$ cat config.mk
export PLATFORM = sky130hd
export DESIGN_NAME = uart_send_scheduler
export DESIGN_NICKNAME = d
export VERILOG_FILES = /design/src/rtl/uart_send_scheduler.sv
export SDC_FILE = /design/constraint.sdc
export NUM_CORES = 1
export LEC_CHECK = 0
export BUFFER_PORTS_ARGS = -buffer_cell sky130_fd_sc_hd__buf_2
export CAP_MARGIN = 20
export CORE_MARGIN = 5
export CORE_UTILIZATION = 53
export DETAILED_ROUTE_END_ITERATION = 7
export GPL_ROUTABILITY_DRIVEN = 0
export PLACE_DENSITY = 0.87
export SYNTH_ARGS = -nofsm -noshare
export SYNTH_HDL_FRONTEND = slang
export SYNTH_SLANG_ARGS = --single-unit
$ cat constraint.sdc
create_clock -name uart_clk -period 4.57 [get_ports uart_clk]
set_input_delay 0.457 -clock uart_clk [delete_from_list [all_inputs] [get_ports uart_clk]]
set_output_delay 0.457 -clock uart_clk [all_outputs]
set_load 0.01 [all_outputs]
$ cat src/rtl/uart_send_scheduler.sv
// Round-robin scheduler that presents one non-zero channel byte at a time to a UART
// transmitter, either cyclically or only when a channel's value has changed since its last send.
module uart_send_scheduler #(
  parameter int NUM_CH    = 3,
  parameter int DATA_W    = 8,
  parameter int ON_CHANGE = 0
) (
  input  logic                      uart_clk,
  input  logic                      rst_n,
  input  logic [NUM_CH*DATA_W-1:0]  ch_data,
  input  logic                      tx_ready,
  output logic [DATA_W-1:0]         tx_data,
  output logic                      tx_valid,
  output logic [$clog2(NUM_CH)-1:0] tx_ch,
  output logic [7:0]                sent_count
);

  localparam int CH_W = $clog2(NUM_CH);

  typedef enum logic {SCAN, SEND} state_t;

  state_t            state;
  logic [CH_W-1:0]   ptr;
  logic [CH_W-1:0]   ptr_next;
  logic [DATA_W-1:0] last_sent [NUM_CH];
  logic [DATA_W-1:0] cur;
  logic [DATA_W-1:0] cur_last;
  logic              eligible;

  // Decoded selects keep ptr values beyond NUM_CH-1 (non-power-of-two counts) harmless.
  always_comb begin
    cur      = '0;
    cur_last = '0;
    for (int unsigned k = 0; k < NUM_CH; k++) begin
      if (ptr == CH_W'(k)) begin
        cur      = ch_data[k*DATA_W +: DATA_W];
        cur_last = last_sent[k];
      end
    end
    eligible = (cur != '0) && ((ON_CHANGE == 0) || (cur != cur_last));
    ptr_next = (ptr == CH_W'(NUM_CH - 1)) ? '0 : ptr + 1'b1;
  end

  always_ff @(posedge uart_clk) begin
    if (!rst_n) begin
      state      <= SCAN;
      ptr        <= '0;
      tx_valid   <= 1'b0;
      tx_data    <= '0;
      tx_ch      <= '0;
      sent_count <= '0;
      for (int unsigned k = 0; k < NUM_CH; k++) last_sent[k] <= '0;
    end else begin
      case (state)
        SCAN: begin
          if (eligible) begin
            tx_data  <= cur;
            tx_ch    <= ptr;
            tx_valid <= 1'b1;
            state    <= SEND;
          end else begin
            ptr <= ptr_next;
          end
        end
        SEND: begin
          // ptr still equals tx_ch here, so ptr_next resumes scanning after the sent channel.
          if (tx_ready) begin
            for (int unsigned k = 0; k < NUM_CH; k++) begin
              if (tx_ch == CH_W'(k)) last_sent[k] <= tx_data;
            end
            sent_count <= sent_count + 8'd1;
            ptr        <= ptr_next;
            tx_valid   <= 1'b0;
            state      <= SCAN;
          end
        end
        default: state <= SCAN;
      endcase
    end
  end

endmodule

* Word level (Yosys, flattened, before mapping)
Cells that the tools add are included.
** Word-level totals
- Flip-flop bits (word level) :: 22
- Output and inout port bits :: 19
- Word-level logic and storage cells :: 33
** Operators by class
- Add/sub/neg operators :: 2
- Eq/ne operators :: 5
- Mux-type cells :: 13
- Bitwise operators :: 1
- Reduce and logical (&&, ||, !) cells :: 6
** Operators with widths (number)
- $mux W8 :: 3
- $add A8 B1 Y8 const B :: 1
- $reduce_and A2 Y1 :: 4
- $reduce_bool A8 Y1 :: 1
- $mux W2 :: 3
- $ne A2 B2 Y1 const B :: 3
- $mux W1 :: 4
- $pmux W1 S2 :: 2
- $pmux W2 S2 :: 1
- $add A2 B1 Y2 const B :: 1
- $eq A2 B1 Y1 const B :: 1
- $eq A2 B2 Y1 const B :: 1
- $logic_not A2 Y1 :: 1
- $not A1 Y1 :: 1

* Depth between registers and ports, before layout
Gate-level depths: netlist of the first run.
- Word-level depth :: 7
- Mapped depth :: 8
- Mapped depth without buffers :: 5

* Worst setup path after synthesis of the first run
No wires, ideal clock.
- Kind :: reg-to-reg
- Start point :: register ptr[0]
- End point :: register ptr[1]
- Setup time :: 0.146 ns
- Arrival :: 1.571 ns
- Required time :: 4.424 ns
- Path slack :: 2.853 ns
- Stages on the path, launching flop included :: 8
- Period minus slack after synthesis :: 1.717 ns
- Path through :: dfxtp_1 buf_6 buf_8 mux2i_4 o2bb2ai_2 nor4_4 and2_1 a311oi_2
** On the way
- Longest elaborated chain between the ends :: 7
- Elaborated cells between the ends (all ways) :: 14
- Classes of those cells :: 1 x add/sub; 3 x eq/ne; 7 x mux; 3 x reduce/logical
** Ends and longest elaborated chain
- start: declaration :: line 23 : logic [CH_W-1:0] ptr;
- start signal: assignment :: line 62 : ptr <= ptr_next;
- start signal: assignment :: line 72 : ptr <= ptr_next;
- $logic_not A2 Y1 :: line 35 : if (ptr == CH_W'(k)) begin
- $mux W8 (3 in a row) :: line 35
- $reduce_bool A8 Y1 :: line 40 : eligible = (cur != '0) && ((ON_CHANGE == 0) || (cur != cur_last));
- $ne A2 B2 Y1 (no source line)
- $reduce_and A2 Y1 (no source line)
Parallel ways exist; a longest one is shown, timed or not. The select of a mux whose other input is x is not followed.
A chain may end at the register's enable or synchronous reset.

* Final worst setup path of the first run
- Start point :: register ptr[1]
- End point :: register ptr[0]
The elaborated chain is that of the path after synthesis.

==> results.tsv, run 1 <==
metric	value	unit
Via Count	1242	
Flop pwr share	0.535	
Residual DRC	0	
status	completed	
leak pwr	0.652	nW
clock power share	0.203	
top cell type's share of synthesized area	0.330	
final wirelength	3070	µm
n_diodes	0	
critical path capture point type	flip-flop	
Initial DRC Count	23	
start point of the critical path	ptr[1]	
FF-to-FF setup slack	1.88	ns
Synth area leader	dfxtp_1	
gate count after technology mapping	146	
max incr delay on CP	0.86	ns
Synth-to-Final Area Change	15.9	%
vias in the first global route	1151	
router iterations before antenna repair	4	
slowest cell on the critical path	nor2b_1	
Die Ht	60.2	µm
starting density of the core	0.548	
synth top area cells	dfxtp_1, mux2i_1, a2bb2oi_1, nand4_1, o2bb2ai_1	
vias per inst	5.80	
initial antenna violation count	0	
CP Data Required Time	4.76	ns
crit path cell chain	nor2b_1 > o2bb2ai_1 > nor4_4 > and2_1 > o311a_1	
CTS root buf	clkbuf_4	
net switching power	0.132	mW
internal power	0.286	mW
RSZ-0062 raised after global routing	no	
port bufs	45	
Pwr Total	0.418	mW
syn_area_per_cell	9.14	µm²
Max Fanout on Critical Path	23	
number of max-cap violations	0	
antenna viol nets, final	0	
GRT Residual Overflow	0	
proportion of layout cells with a drive suffix above 1	0.293	
fin. max-slew vios	0	
Setup CP Type	reg -> reg	
Final Critical Period	2.69	ns
die area	3620	µm²
post-synthesis net count	174	
Final Hold Fails	0	
TritonCTS Buffers	3	
largest net degree at the start of global routing	24	
worst slew pin tran	0.983	ns
io pins	46	
Sw Share	0.317	
r2r endpoint	ptr[0]	
post-synthesis cell area	1330	µm²
H-Tree Level Count	1	
FF-to-FF path depth	5	
Clock Path Buffers	2	
GR Util All Layers	0.176	
Yosys reg bits	22	
post-cts gate resize count	0	
drt wl/cell	14.3	µm
RR Startpoint	ptr[1]	
Max Clock Skew	0.00103	ns
Post-CTS Hold Fix Bufs	0	
worst min-delay path class	reg -> reg	
Clock transition at path regs	0.11	ns
FP Rows	18	
synth unique cells	32	
sequential area share after synthesis	0.330	
Critical Path Sink	ptr[0]	
final setup violation count	0	
Worst-Skew Late Latency	0.29	ns
CTS tree	yes	
Setup TNS Final	0	ns
pwr dens	270	nW/µm²
hpwl dp	2360	µm
Final #Nets	214	
core area	2430	µm²
Worst setup SP type	flip-flop	
clock sink count	22	
first-pass GRT wire length	4960	µm
period utilization	0.588	
die width	60.2	µm
Worst Path Arrival	2.88	ns
setup bufs post-CTS	0	
synth warn	0	
Slew headroom	0.344	
peak supply drop	0.194	mV
fmax	0.372	GHz
Comb pwr share	0.263	
==> worst min path at each step <==
stage | endpoint | cells past startpoint | slack [ns] | startpoint
after global placement | tx_ch[1] | 2 | 0.44 | tx_ch[1]
after floorplan | tx_ch[0] | 2 | 0.48 | tx_ch[0]
after detailed placement | tx_ch[1] | 2 | 0.46 | tx_ch[1]
final | tx_ch[1] | 2 | 0.47 | tx_ch[1]
after CTS | tx_ch[1] | 2 | 0.47 | tx_ch[1]
after global routing | tx_ch[0] | 2 | 0.50 | tx_ch[0]
==> kinds of logic (layout without fill, tap and decap cells) <==
family | after synthesis | after routing | synth area share
mux | 11 | 11 | 0.0919
simple gates | 48 | 48 | 0.203
compound gates | 48 | 48 | 0.276
buf+inv | 11 | 49 | 0.0572
fa+ha+maj | 1 | 1 | 0.00938
xor+xnor | 5 | 5 | 0.0328
flops | 22 | 22 | 0.330
==> area by class of cell <==
type	instances	area [µm²]
Clock buffer	3	22.5
Sequential cell	22	440
Inverter	1	3.75
Timing Repair Buffer	45	225
Tap cell	30	37.5
Fill cell	235	886
Multi-Input combinational cell	113	817
==> flip-flops by register name, indices dropped and copies added, names as in the netlist <==
| register | cells |
|---|---|
| sent_count | 8 |
| ptr | 2 |
| state | 1 |
| tx_ch | 2 |
| tx_valid | 1 |
| tx_data | 8 |
==> power groups by stage <==
| stage | sequential [mW] | clock [mW] | combinational [mW] |
|---|---|---|---|
| 6_report | 0.224 | 0.0847 | 0.110 |
| 5_1_grt | 0.226 | 0.0978 | 0.121 |
| 4_1_cts | 0.223 | 0.0894 | 0.111 |
| 3_5_place_dp | 0.228 | 0 | 0.110 |
| 3_3_place_gp | 0.226 | 0 | 0.106 |
| 2_1_floorplan | 0.220 | 0 | 0.0886 |
==> critical path, delay by kind of cell, from the launching register on <==
| kind | cells | cell delay [ns] |
|---|---|---|
| flops | 1 | 0.83 |
| simple gates | 3 | 1.19 |
| compound gates | 2 | 0.56 |
==> metrics by stage <==
step	instance area, µm²	hold slack (ns)	setup slack [ns]	utilization	cells
floorplan	1330	0.479	2.85	-	146
global placement	1520	0.444	2.08	0.627	211
detailed placement	1520	0.456	1.94	0.627	211
CTS	1550	0.475	1.91	0.636	214
global route	1550	0.499	1.65	0.636	214
finish	1550	0.471	1.88	0.636	214
==> Yosys cell counts, drive strengths merged <==
library cell  number
a21oi             10
o21ai              5
and3               1
mux2i             11
ha                 1
clkbuf             4
nor4               2
inv                1
o2111ai            1
or3                2
nand4             11
xnor2              5
a311oi             2
o311a              1
nor2b              1
nor2              12
o2bb2ai            8
dfxtp             22
nand2             12
o21ba              1
buf                6
and2               7
a2bb2oi            8
a21boi            12
==> cells in the final DEF (no fill, tap or decap) <==
| master | instances |
|---|---|
| nor2_1 | 12 |
| o21ba_1 | 1 |
| o2bb2ai_2 | 1 |
| nand4_1 | 11 |
| nand2_1 | 12 |
| buf_2 | 45 |
| a311oi_1 | 1 |
| o2bb2ai_1 | 7 |
| xnor2_1 | 5 |
| clkbuf_4 | 3 |
| o2111ai_1 | 1 |
| a21oi_2 | 1 |
| a21boi_1 | 8 |
| a21boi_0 | 4 |
| inv_1 | 1 |
| and3_1 | 1 |
| o311a_1 | 1 |
| a2bb2oi_1 | 8 |
| o21ai_0 | 5 |
| or3_1 | 2 |
| and2_1 | 7 |
| dfxtp_1 | 22 |
| a311oi_2 | 1 |
| a21oi_1 | 9 |
| mux2i_4 | 1 |
| nor2b_1 | 1 |
| nor4_4 | 2 |
| mux2i_1 | 10 |
| ha_1 | 1 |
==> per-layer routing <==
metal  GRT usage  up-vias  routed length, µm
li1            -      629                  -
met2       0.312       34               1480
met1       0.210      577               1290
met4      0.0475        0                 19
met3      0.0389        2                274
met5           0        -                  0
No activity file was read; power rests on OpenSTA's default activity.
==> inputs of run 2 (changes only) <==
Settings changed: CORE_UTILIZATION 53 to 49, PLACE_DENSITY 0.87 to 0.81.
Clock period 4.57 ns to 2.7 ns, I/O delays scaled along.
==> run 2 against run 1 <==
Effect of this change: combinational power rose by 87%; worst setup slack got worse by 1.5 ns; die area rose by 6.8%; register-to-register slack got worse by 1.5 ns; critical path type unchanged; largest power group unchanged; highest routed layer unchanged.
==> results.tsv, run 2 (same netlist as run 1, synthesis figures left out) <==
metric	value	unit	change
vias per inst	5.66		-2.4%
post-cts gate resize count	0		unchanged
Residual DRC	0		unchanged
FP Rows	19		+1
core area	2690	µm²	+10%
GR Util All Layers	0.166		-0.00918
initial antenna violation count	0		unchanged
Crit. path cell count	6		+1
Setup WS post-layout	0.406	ns	-1.47 ns
setup bufs post-CTS	0		unchanged
Clock Path Buffers	2		unchanged
RSZ-0062 raised after global routing	no		
start point of the critical path	ptr[0]		
worst min-delay path class	in -> reg		
Setup CP Type	reg -> reg		
FF-to-FF setup slack	0.41	ns	-1.47 ns
Worst Path Arrival	2.49	ns	-0.39 ns
peak supply drop	0.373	mV	+92%
Final Util	0.590		-0.0461
router iterations before antenna repair	4		unchanged
critical path capture point type	flip-flop		
RR Startpoint	ptr[0]		
pwr dens	473	nW/µm²	+75%
final wirelength	3010	µm	-1.9%
number of max-cap violations	0		unchanged
clock sink count	22		unchanged
period utilization	0.850		+0.261
CTS root buf	clkbuf_4		
max incr delay on CP	0.57	ns	-0.29 ns
antenna viol nets, final	0		unchanged
crit path cell chain	buf_4 > mux2i_1 > o2bb2ai_1 > nor4_4 > and2_1 > a311oi_2		
CP Data Required Time	2.90	ns	-1.86 ns
Max Clock Skew	0.00243	ns	+0.00141 ns
Slew headroom	0.320		-0.0231
worst slew pin tran	1.02	ns	+0.0345 ns
status	completed		
Regs by FF count	sent_count: 8 flops, tx_data: 8 flops		
Clock transition at path regs	0.12	ns	about the same
fin. max-slew vios	0		unchanged
n_diodes	0		unchanged
proportion of layout cells with a drive suffix above 1	0.309		+0.0150
Final Hold Fails	0		unchanged
Max Fanout on Critical Path	11		-52%
Die Ht	62.2	µm	+3.3%
GRT Residual Overflow	0		unchanged
leak pwr	0.674	nW	+3.5%
starting density of the core	0.497		-0.0518
Via Count	1240		-0.16%
CTS tree	yes		
FF-to-FF path depth	6		+1
r2r endpoint	ptr[1]		
largest net degree at the start of global routing	24		unchanged
first-pass GRT wire length	5460	µm	+10%
Worst setup SP type	flip-flop		
fmax	0.436	GHz	+17%
most common cell after layout, fill and taps aside	buf_2		
die width	62.2	µm	+3.3%
Post-CTS Hold Fix Bufs	0		unchanged
slowest cell on the critical path	dfxtp_1		
worst hold margin	0.291	ns	-0.180 ns
Final #Nets	217		+1.4%
pre-CTS WS	0.440	ns	-1.50 ns
Final Critical Period	2.29	ns	-0.396 ns
H-Tree Level Count	1		unchanged
Initial DRC Count	41		+78%
Critical Path Sink	ptr[1]		
Setup TNS Final	0	ns	unchanged
die area	3870	µm²	+6.8%
TritonCTS Buffers	3		unchanged
Worst-Skew Late Latency	0.31	ns	+0.02 ns
Synth-to-Final Area Change	18.8	%	
final setup violation count	0		unchanged
port bufs	45		unchanged
Worst path top cell family by delay	simple AND/OR/NAND/NOR gates		
Critical path buffers and inverters	1		+1
hpwl dp	2370	µm	+0.38%
vias in the first global route	1297		+13%
most frequent cells in the layout	buf_2, dfxtp_1, nand2_1, nor2_1, nand4_1		
io pins	46		unchanged
drt wl/cell	13.7	µm	-4.1%
==> run 2: changes by cell type in the layout (fill, tap and decap cells not counted), sizes merged <==
cell | previous run | this run
buf | 45 | 48
clkbuf | 3 | 4
==> run 2: layout make-up <==
cell class | count | area, µm²
Timing Repair Buffer | 48 | 248
Inverter | 1 | 3.75
Multi-Input combinational cell | 113 | 817
Clock buffer | 4 | 36.3
Fill cell | 241 | 1100
Sequential cell | 22 | 440
Tap cell | 31 | 38.8
==> run 2: where the power goes <==
group / internal, mW / switching [mW] / leakage, nW
Sequential: 0.344 / 0.0164 / 0.180
Clock: 0.0824 / 0.0996 / 0.0210
Combinational: 0.0915 / 0.115 / 0.473
==> run 2: layer usage <==
layer  part of all wire  wire [µm]  global-route usage
met5                  0          0                   0
met4             0.0086         26              0.0705
met3              0.063        189              0.0414
met2               0.47       1410               0.277
met1               0.46       1390               0.201
==> run 2: worst reg2reg max path, delay by kind of cell (launching register included) <==
family	cells	cell delay, ns
compound gates	2	0.27
buf+inv	1	0.26
flops	1	0.57
mux	1	0.28
simple gates	2	0.80
==> run 2: worst min-delay path by stage <==
stage,from,end,slack [ns],cells after the start
floorplan,rst_n,state,0.40,2
global placement,tx_ch[0],tx_ch[0],0.45,2
finish,ch_data[20],tx_data[3],0.29,4
detailed placement,tx_ch[0],tx_ch[0],0.45,2
CTS,ch_data[20],tx_data[3],0.28,4
global route,ch_data[20],tx_data[3],0.27,4
==> run 2: through the flow <==
| step | area [µm²] | std cells | total power [mW] |
|---|---|---|---|
| global route | 1580 | 219 | 0.805 |
| finish | 1580 | 219 | 0.749 |
| floorplan | 1330 | 146 | 0.522 |
| global placement | 1550 | 215 | 0.567 |
| CTS | 1580 | 219 | 0.756 |
| detailed placement | 1550 | 215 | 0.574 |
==> inputs of run 3 (changes only) <==
Settings changed: ABC_AREA from default to 1, CORE_UTILIZATION 49 to 48.
Clock period 2.7 ns to 2.2 ns, I/O delays scaled along.
==> run 3 against run 2 <==
Effect of this change: flip-flop and latch count is the same; cell count grew 18%; register-to-register slack is essentially flat; core utilization grew 0.57 points; wire length shrank 12%; total power grew 39%; sequential power grew 29%; non-clock buffer count shrank 2; synthesized area shrank 8.8%.
==> results.tsv, run 3 <==
metric	value	unit	change
status	completed		
Synth-to-Final Area Change	20.2	%	
top cell type's share of synthesized area	0.362		+0.0319
most frequent cell after synthesis	nand2_1		
Yosys reg bits	22		unchanged
Clock transition at path regs	0.12	ns	about the same
Regs by FF count	sent_count: 8 flops, tx_data: 8 flops		
CTS root buf	clkbuf_4		
M1 GR Usage	0.197		-0.00370
CTS tree	yes		
busiest grt layer	met2		
fin. max-slew vios	0		unchanged
Setup CP Type	reg -> reg		
most frequent cells in the layout	buf_2, nand2_1, nor2_1, nand3_1, inv_1		
GR Layer Usage met3	0.0383		-0.00314
Clock Path Buffers	2		unchanged
Final Critical Period	1.79	ns	-0.504 ns
clock sink count	22		unchanged
syn_area_per_cell	6.43	µm²	-30%
final setup violation count	0		unchanged
Fill cells	269		+12%
Post-synth top cells	nand2_1, nor2_1, nand3_1		
router iterations before antenna repair	6		+2
drt wl/cell	10.2	µm	-26%
critical path capture point type	flip-flop		
number of max-cap violations	0		unchanged
met2 track demand over resource	0.253		-0.0241
Worst Path Arrival	2.04	ns	-0.45 ns
Post-CTS Hold Fix Bufs	0		unchanged
post-synthesis cell area	1220	µm²	-8.8%
Via Count	1255		+1.2%
Max Clock Skew	0.00437	ns	+0.00194 ns
most common cell after layout, fill and taps aside	buf_2		
synth top area cells	dfxtp_1, nand2_1, nand3_1, nor2_1, inv_1		
leak pwr	0.812	nW	+20%
Worst setup SP type	flip-flop		
worst slew pin tran	0.339	ns	-0.678 ns
HP Start	rst_n		
Hold Crit Depth	3		-1
period utilization	0.814		-0.0359
Worst-Skew Late Latency	0.30	ns	about the same
RSZ-0062 raised after global routing	no		
CP Data Required Time	2.45	ns	-0.45 ns
Most used DFF post-synth	dfxtp_1		
setup bufs post-CTS	0		unchanged
starting density of the core	0.495		-0.00109
peak supply drop	0.566	mV	+52%
pwr dens	712	nW/µm²	+51%
largest net degree at the start of global routing	23		-4.2%
Final Util	0.595		+0.00565
proportion of layout cells with a drive suffix above 1	0.271		-0.0378
FP Rows	18		-1
hpwl dp	2110	µm	-11%
Initial DRC Count	57		+39%
Final Hold Fails	0		unchanged
final wirelength	2650	µm	-12%
post-cts gate resize count	0		unchanged
Die Ht	60.3	µm	-3.0%
port bufs	45		unchanged
post-synthesis net count	217		+25%
Residual DRC	0		unchanged
n_diodes	0		unchanged
synth unique cells	21		-34%
Max Fanout on Critical Path	21		+10
r2r endpoint	tx_data[0]		
Setup TNS Final	0	ns	unchanged
worst min-delay path class	in -> reg		
GR Util All Layers	0.151		-0.0152
vias in the first global route	1060		-18%
fmax	0.559	GHz	+28%
H-Tree Level Count	1		unchanged
synth warn	0		unchanged
antenna viol nets, final	0		unchanged
Sequential Area	443	µm²	+0.57%
GRT Residual Overflow	0		unchanged
sequential area share after synthesis	0.362		+0.0319
ys async rst share	0		unchanged
FF-to-FF setup slack	0.41	ns	about the same
initial antenna violation count	0		unchanged
die area	3640	µm²	-5.8%
FF-to-FF path depth	10		+4
Post-synth EDFFs	0		unchanged
Synth area leader	dfxtp_1		
core area	2450	µm²	-8.6%
die width	60.3	µm	-3.0%
vias per inst	4.85		-14%
gate count after technology mapping	189		+29%
first-pass GRT wire length	4310	µm	-21%
Slew headroom	0.773		+0.452
area of the multi-input gates	609	µm²	-25%
RR Startpoint	ptr[0]		
TritonCTS Buffers	3		unchanged
Hold EP	sent_count[0]		
io pins	46		unchanged
Final #Nets	258		+19%
==> run 3: worst max path at each step <==
stage	start	end	depth (start not counted)
finish	ptr[0]	tx_data[0]	10
global route	ptr[0]	tx_data[0]	10
CTS	ptr[0]	tx_data[6]	10
detailed placement	ptr[0]	tx_valid	9
global placement	ptr[0]	tx_data[2]	9
floorplan	ptr[0]	tx_ch[0]	12
==> run 3: routing by layer <==
layer  part of all wire  routed length, µm  up-vias
met5                  0                  0        -
met4             0.0057                 15        0
met3              0.060                160        2
met2               0.50               1310       28
met1               0.44               1160      553
li1                   -                  -      672
==> run 3: where the power goes <==
| group | internal [mW] | switching, mW |
|---|---|---|
| logic | 0.110 | 0.162 |
| registers | 0.435 | 0.0308 |
| clock network | 0.184 | 0.118 |
| total | 0.729 | 0.311 |
==> run 3: kinds of logic after synthesis <==
kind of cell | share of synthesized area
simple gates | 0.405
buf+inv | 0.137
flops | 0.362
compound gates | 0.0782
xor+xnor | 0.00720
fa+ha+maj | 0.0103
==> run 3: worst max-delay path, stage by stage (launching register included) <==
cell     delay (ns)
dfxtp_2        0.46
inv_2          0.14
nand2_1        0.19
nor2_1         0.06
nor2_1         0.14
nand2_1        0.08
nor2_2         0.13
nand2_2        0.23
nand3_1        0.15
nand2_1        0.06
nor2_1         0.09
==> run 3: final cells by class <==
cell class / instances / area share
Clock buffer: 3 / 0.0154
Clock inverter: 1 / 0.0205
Inverter: 23 / 0.0591
Multi-Input combinational cell: 134 / 0.417
Sequential cell: 22 / 0.303
Tap cell: 30 / 0.0257
Timing Repair Buffer: 46 / 0.159
==> run 3: stage by stage <==
step                area (µm²)  hold slack [ns]  setup slack [ns]  instances  power, mW
global placement          1410            0.452             0.290        255      0.745
floorplan                 1220            0.480             0.726        189      0.685
detailed placement        1410            0.453             0.282        255      0.750
finish                    1460            0.290             0.410        259       1.04
CTS                       1460            0.272             0.251        259       1.06
global route              1460            0.280             0.146        259       1.12
